## config.mk

```make
export PLATFORM = sky130hd
export DESIGN_NAME = str_unpack_flat
export DESIGN_NICKNAME = d
export VERILOG_FILES = /design/src/rtl/str_unpack_if.sv /design/src/rtl/str_unpack.sv /design/src/flat_wrapper.sv
export SDC_FILE = /design/constraint.sdc
export NUM_CORES = 1
export LEC_CHECK = 0
export BUFFER_PORTS_ARGS = -buffer_cell sky130_fd_sc_hd__clkbuf_2
export CAP_MARGIN = 40
export CORE_UTILIZATION = 35
export DETAILED_ROUTE_END_ITERATION = 10
export MAX_ROUTING_LAYER = met4
export SLEW_MARGIN = 20
export SYNTH_ARGS = -nofsm -noshare
export SYNTH_HDL_FRONTEND = slang
export SYNTH_SLANG_ARGS = --single-unit
```

## constraint.sdc

```tcl
create_clock -name clk -period 3.1 [get_ports clk]
set_clock_uncertainty 0.05 [all_clocks]
set_input_delay 0.155 -clock clk [delete_from_list [all_inputs] [get_ports clk]]
set_output_delay 0.155 -clock clk [all_outputs]
set_load 0.005 [all_outputs]
```

## src/rtl/str_unpack_if.sv

```systemverilog
// rtl/str_unpack_if.sv - wide-word upstream and narrow-lane downstream stream bundle
interface str_unpack_if #(
    parameter int DATA_UP_WIDTH = 8,
    parameter int DATA_DN_WIDTH = 2
);
    localparam int DATA_NB   = DATA_UP_WIDTH / DATA_DN_WIDTH;
    localparam int CNT_WIDTH = $clog2(DATA_NB) + 1;

    logic [DATA_UP_WIDTH-1:0] up_data;
    logic [CNT_WIDTH-1:0]     up_cnt;
    logic                     up_last;
    logic                     up_val;
    logic                     up_rdy;
    logic [DATA_DN_WIDTH-1:0] dn_data;
    logic                     dn_last;
    logic                     dn_val;
    logic                     dn_rdy;

    modport slave (
        input  up_data, up_cnt, up_last, up_val, dn_rdy,
        output up_rdy, dn_data, dn_last, dn_val
    );

    modport master (
        output up_data, up_cnt, up_last, up_val, dn_rdy,
        input  up_rdy, dn_data, dn_last, dn_val
    );
endinterface

```

## src/rtl/str_unpack.sv

```systemverilog
// rtl/str_unpack.sv - splits lane-counted wide words into a narrow lane stream
module str_unpack #(
    parameter int DATA_UP_WIDTH = 8,
    parameter int DATA_DN_WIDTH = 2
) (
    input  logic          clk,
    input  logic          rst,
    str_unpack_if.slave   bus
);
    localparam int DATA_NB   = DATA_UP_WIDTH / DATA_DN_WIDTH;
    localparam int CNT_WIDTH = $clog2(DATA_NB) + 1;
    localparam logic [CNT_WIDTH-1:0] NB_CNT  = CNT_WIDTH'(DATA_NB);
    localparam logic [CNT_WIDTH-1:0] ONE_CNT = CNT_WIDTH'(1);

    logic [DATA_UP_WIDTH-1:0] hold_data;
    logic [DATA_UP_WIDTH-1:0] hold_data_nxt;
    logic [CNT_WIDTH-1:0]     rem;
    logic [CNT_WIDTH-1:0]     rem_nxt;
    logic                     hold_last;
    logic                     hold_last_nxt;

    logic                     busy;
    logic                     lane_xfer;
    logic                     fin_xfer;
    logic                     rdy;
    logic                     accept;
    logic [CNT_WIDTH-1:0]     eff_cnt;

    // Handshake qualifiers; BUSY whenever lanes remain, ready again on the last lane
    always_comb begin
        busy      = (rem != '0);
        lane_xfer = busy & bus.dn_rdy;
        fin_xfer  = lane_xfer & (rem == ONE_CNT);
        rdy       = rst & (~busy | fin_xfer);
        accept    = bus.up_val & rdy;
    end

    // Lane count of the incoming word: zero means full, oversize clamps to full
    always_comb begin
        eff_cnt = bus.up_cnt;
        if ((bus.up_cnt == '0) || (bus.up_cnt > NB_CNT)) begin
            eff_cnt = NB_CNT;
        end
    end

    // Holding state register, cleared asynchronously so a partial word is dropped
    always_ff @(posedge clk or negedge rst) begin
        if (!rst) begin
            hold_data <= '0;
            rem       <= '0;
            hold_last <= 1'b0;
        end else begin
            hold_data <= hold_data_nxt;
            rem       <= rem_nxt;
            hold_last <= hold_last_nxt;
        end
    end

    // Next holding state; a new word takes priority over retiring the final lane
    always_comb begin
        hold_data_nxt = hold_data;
        rem_nxt       = rem;
        hold_last_nxt = hold_last;
        if (accept) begin
            hold_data_nxt = bus.up_data;
            rem_nxt       = eff_cnt;
            hold_last_nxt = bus.up_last;
        end else if (fin_xfer) begin
            rem_nxt       = '0;
            hold_last_nxt = 1'b0;
        end else if (lane_xfer) begin
            hold_data_nxt = hold_data >> DATA_DN_WIDTH;
            rem_nxt       = rem - ONE_CNT;
        end
    end

    // Outputs come straight from the holding registers
    always_comb begin
        bus.dn_val  = busy;
        bus.dn_data = hold_data[DATA_DN_WIDTH-1:0];
        bus.dn_last = hold_last & (rem == ONE_CNT);
        bus.up_rdy  = rdy;
    end
endmodule

```

## src/flat_wrapper.sv

```systemverilog
// flat-port wrapper written by rule: the top's interface ports become plain ports
module str_unpack_flat 
#(
    parameter int DATA_UP_WIDTH = 8,
    parameter int DATA_DN_WIDTH = 2
)
  (clk, rst, bus_up_data, bus_up_cnt, bus_up_last, bus_up_val, bus_dn_rdy, bus_up_rdy, bus_dn_data, bus_dn_last, bus_dn_val);
  str_unpack_if #(.DATA_UP_WIDTH(DATA_UP_WIDTH), .DATA_DN_WIDTH(DATA_DN_WIDTH)) bus_i ();
  input  logic clk;
  input  logic rst;
  input wire logic [$bits(bus_i.up_data)-1:0] bus_up_data;
  input wire logic [$bits(bus_i.up_cnt)-1:0] bus_up_cnt;
  input wire logic [$bits(bus_i.up_last)-1:0] bus_up_last;
  input wire logic [$bits(bus_i.up_val)-1:0] bus_up_val;
  input wire logic [$bits(bus_i.dn_rdy)-1:0] bus_dn_rdy;
  output wire logic [$bits(bus_i.up_rdy)-1:0] bus_up_rdy;
  output wire logic [$bits(bus_i.dn_data)-1:0] bus_dn_data;
  output wire logic [$bits(bus_i.dn_last)-1:0] bus_dn_last;
  output wire logic [$bits(bus_i.dn_val)-1:0] bus_dn_val;
  assign bus_i.up_data = bus_up_data;
  assign bus_i.up_cnt = bus_up_cnt;
  assign bus_i.up_last = bus_up_last;
  assign bus_i.up_val = bus_up_val;
  assign bus_i.dn_rdy = bus_dn_rdy;
  assign bus_up_rdy = bus_i.up_rdy;
  assign bus_dn_data = bus_i.dn_data;
  assign bus_dn_last = bus_i.dn_last;
  assign bus_dn_val = bus_i.dn_val;
  str_unpack #(.DATA_UP_WIDTH(DATA_UP_WIDTH), .DATA_DN_WIDTH(DATA_DN_WIDTH)) u_core (.clk(clk), .rst(rst), .bus(bus_i));
endmodule
```

-- Word-level counts from Yosys, hierarchy flattened
Index checks and enable logic that the tools add are counted.
- register bits: 12
- bits of input ports: 16
- output and inout port bits: 5
- word-level logic and storage cells: 30
- $add $sub $neg: 1
- magnitude comparators: 1
- equality and inequality tests: 2
- multiplexer cells: 9
- bitwise logic cells: 7
- reductions and logical operators: 7
- operators with widths (operator ; number):
    $mux W8 ; 3
    $mux W3 ; 4
    $reduce_bool A3 Y1 ; 2
    $and A1 B1 Y1 ; 5
    $reduce_bool A2 Y1 ; 2
    $eq A3 B1 Y1 const B ; 1
    $gt A3 B3 Y1 const B ; 1
    $logic_not A3 Y1 ; 1
    $sub A3 B1 Y3 const B ; 1
    $mux W1 ; 2
    $ne A2 B2 Y1 const B ; 1
    $reduce_and A2 Y1 ; 1
    $logic_or A1 B1 Y1 ; 1
    $not A1 Y1 ; 1
    $or A1 B1 Y1 ; 1

-- Longest topological paths before layout
- depth in word-level cells: 8
- gate-level depth with buffers: 7

-- Least setup slack after synthesis
OpenSTA, ideal clock, no wires.
- path kind: reg-to-reg
- start point: register u_core.rem[0]
- end point: register u_core.rem[1]
- data arrival time: 1439 ps
- required time: 2925 ps
- setup slack: 1486 ps
- cell stages (with the launch flop): 7
- buffers on the path: 0
- period minus slack after synthesis: 1614 ps
- path through: dfrtp_1 inv_1 ha_1 ha_1 inv_2 a21o_1 mux2_2
- cells in the longest elaborated chain, start to end: 7
- elaborated cells on any way between the ends: 13
- those cells by class: add/sub (1); eq/ne (1); mux (3); bitwise (6); reduce/logical (2)
- RTL lines (item ; RTL line ; text):
    start, declared ; str_unpack.sv:17 ; logic [CNT_WIDTH-1:0] rem;
    start signal, assigned ; str_unpack.sv:54 ; rem <= rem_nxt;
    $reduce_bool A3 Y1 (*) ; str_unpack.sv:31 ; busy = (rem != '0);
    via bus_dn_val ; flat_wrapper.sv:19 ; output wire logic [$bits(bus_i.dn_val)-1:0] bus_dn_val;
    $and A1 B1 Y1 ; str_unpack.sv:32 ; lane_xfer = busy & bus.dn_rdy;
    $and A1 B1 Y1 ; str_unpack.sv:33 ; fin_xfer = lane_xfer & (rem == ONE_CNT);
    $or A1 B1 Y1 ; str_unpack.sv:34 ; rdy = rst & (~busy | fin_xfer);
    $and A1 B1 Y1 ; str_unpack.sv:34 ;
    $and A1 B1 Y1 ; str_unpack.sv:35 ; accept = bus.up_val & rdy;
    $reduce_bool A3 Y1 (no source line) / $mux W3 (equally long branches) ; -- ;
The timed path passes the listed nets; every way through them passes the cells marked *. The select of a mux whose other input is x is not followed.
A chain may end at the register's enable or synchronous reset.

-- Worst setup path after layout
- start point: register u_core.rem[0]
- end point: register u_core.rem[1]
- cells in the longest elaborated chain, start to end: 7
- elaborated cells on any way between the ends: 13
- those cells by class: add/sub (1); eq/ne (1); mux (3); bitwise (6); reduce/logical (2)
- RTL lines (item ; RTL line):
    $reduce_bool A3 Y1 ; str_unpack.sv:31
    $and A1 B1 Y1 ; str_unpack.sv:32
    $and A1 B1 Y1 ; str_unpack.sv:33
    $or A1 B1 Y1 ; str_unpack.sv:34
    $and A1 B1 Y1 ; str_unpack.sv:34
    $and A1 B1 Y1 ; str_unpack.sv:35
    $reduce_bool A3 Y1 (no source line) / $mux W3 (equally long branches) ; --
Parallel ways exist; a longest one is shown, timed or not. The select of a mux whose other input is x is not followed.

==> out/qor.txt <==
Post-route antenna net violation count - 0
Setup violators final - 0
RSZ-0062 raised after global routing - no
Worst Path Arrival - 2.13 ns
IO Count - 21
Power Density - 720 nW/um^2
Largest fanout on the critical path - 9
YS warnings - 0
GP Congestion - 0.858
Finished Layout Cells - 126
Clk slew on worst S/H paths - 0.07 ns
Vias in the first global route - 617
VDD IR max - 0.283 mV
Final WL - 1630 um
Crit start category - flop
Pin count of the biggest net entering global routing - 15
Number of buffers added on ports - 20
Worst Path Required - 3.21 ns
Setup CP Type - reg2reg
Worst Setup End Kind - flop
Site Rows - 16
Vias - 663
Slew Viols, Final - 0
Combinational share of power - 45.4%
P_sw - 246 uW
Clock sinks - 12
DP Wirelength - 1150 um
Final Hold Viols - 0
PostCTS Resize Cnt - 0
Placed cells - 122
TritonCTS clock tree - built
TritonCTS Buffers - 3
Synth Instances - 81
Place WS - 1.11 ns
Layout cells sized above 1 - 27.3%
Fin crit share - 65.3%
Yosys cell types - 24
Clk root buf - clkbuf_4
Area occupied by multi-input gates - 392 um^2
Nets - 121
Slew @ Worst Pin - 0.727 ns
Height of the die - 48.8 um
First-pass GRT wire length - 2790 um
Total power - 642 uW
Vias per std cell - 5.26
Syn avg cell area - 9.47 um^2
CTS HTree Levels - 1
Cell internal pwr - 396 uW
Register Area - 300 um^2
Starting Density - 38.3%
Syn Std Cell Area - 767 um^2
Register area share after synthesis - 39.2%
Top FF cell, synth - dfrtp_1
P_leak - 0.459 nW
Synthesized net count - 101
GRT Total Usage - 15.9%
Post-synth top area share - 39.2%
Hold Crit Class - in2reg
Setup TNS - 0 ns
Status - complete, no violations
Remaining Overflow, GRT - 0
Final worst slack - 1.08 ns
Clock Path Buffers - 2
N_diodes - 0
Average wire per standard cell - 12.9 um
#FFs+latches synth - 12
DRC viols - 0
Initial DRC count - 20
Slew headroom - 51.4%
Tmin final - 2.02 ns
Die span in x - 48.8 um
Core Box Area - 2000 um^2
Post-synth EDFFs - 0
Yosys top cell by area - dfrtp_1
Full die area - 2380 um^2
Max_cap viols - 0
P&R area growth vs syn - 16.3%
Clock power share - 14.9%
Fmax - 494 MHz
Net Sw Frac - 38.3%
Async S/R FF share, synth - 100%
Clk_lat worst skew - 0.27 ns
Fill count - 212
Initial antenna violation count - 0
Share of power burned in registers - 39.7%
Synth area leaders - dfrtp_1, ha_1, mux2i_1
DR pass1 iterations - 4
## final timing paths
kind,start,end,slack [ns],cells after the start
worst max-delay path,u_core.rem[0],u_core.rem[1],1.08,6
max in group asynchronous,rst,u_core.hold_last,2.49,2
worst max register to register,u_core.rem[0],u_core.rem[1],1.08,6
min in group asynchronous,rst,u_core.rem[2],0.26,2
worst min register to register,u_core.hold_last,u_core.hold_last,0.50,2
worst min-delay path,bus_up_data[7],u_core.hold_data[7],0.04,3
## registers in the layout, indices dropped and copies added (netlist names)
name	flops
u_core.hold_data	8
u_core.rem	3
u_core.hold_last	1
## metrics by stage
stage / hold slack, ns / utilization (%) / cell area, um^2
finish: 0.0438 / 44.6 / 892
CTS: 0.0423 / 44.6 / 892
global route: 0.0510 / 44.6 / 892
floorplan: -0.191 / - / 767
detailed placement: 0.0291 / 42.9 / 860
global placement: 0.0284 / 42.9 / 860
## worst max-delay path, cell delays in order (launching register included)
cell     delay (ns)
dfrtp_1        0.37
inv_1          0.06
ha_1           0.19
ha_1           0.22
nor2b_1        0.59
mux2i_1        0.15
mux2_2         0.28
## Yosys cell counts (2+ instances only)
cell,count
nand3_1,7
a211oi_1,6
dfrtp_1,12
o21ai_0,9
buf_1,2
a31oi_1,7
inv_1,8
nor2b_1,3
nand2_1,2
ha_1,4
buf_4,3
mux2i_1,5
nand2b_1,2
## area by class of cell
type                       count  share of cell area, %
sequential                    12                   33.7
tap                           27                   3.79
inverter                       9                   3.79
clock buffer                   3                   2.52
multi-input combinational     54                   43.9
timing repair buffer          21                   12.3
## logic make-up after synthesis
family / synth area share [%]
compound gates: 21.7
fa+ha+maj: 6.53
buf+inv: 9.79
flops: 39.2
mux: 7.99
simple gates: 14.8
## power by group through the flow
stage	Sequential [mW]	Clock (mW)	Combinational, mW
finish	0.255	0.0958	0.292
global route	0.261	0.107	0.328
CTS	0.254	0.0975	0.295
detailed placement	0.257	0	0.292
global placement	0.257	0	0.285
floorplan	0.249	0	0.238
## placed cells by master (no fill, tap or decap), drive strengths merged, types with 2 or more instances in the layout
cell    count
clkbuf     23
dfrtp      12
o21ai       9
inv         9
nand3       7
a31oi       7
a211oi      6
mux2i       5
ha          4
nor2b       3
nand2       2
nand2b      2
## per-layer routing
| metal | global-route usage, % | share of wire (%) | wire length (um) | vias to the layer above |
|---|---|---|---|---|
| met4 | 7.35 | 1.3 | 21 | 0 |
| met3 | 4.36 | 5.0 | 82 | 2 |
| met2 | 25.0 | 48 | 788 | 23 |
| met5 | - | 0 | 0 | - |
| met1 | 18.9 | 45 | 736 | 308 |
| li1 | - | - | - | 330 |
## repair_timing
action                                 CTS  global route
hold buffers                             1             0
buffers inserted                         0             0
endpoints found under the hold margin   12             0
Power figures use the tool's default switching activity.
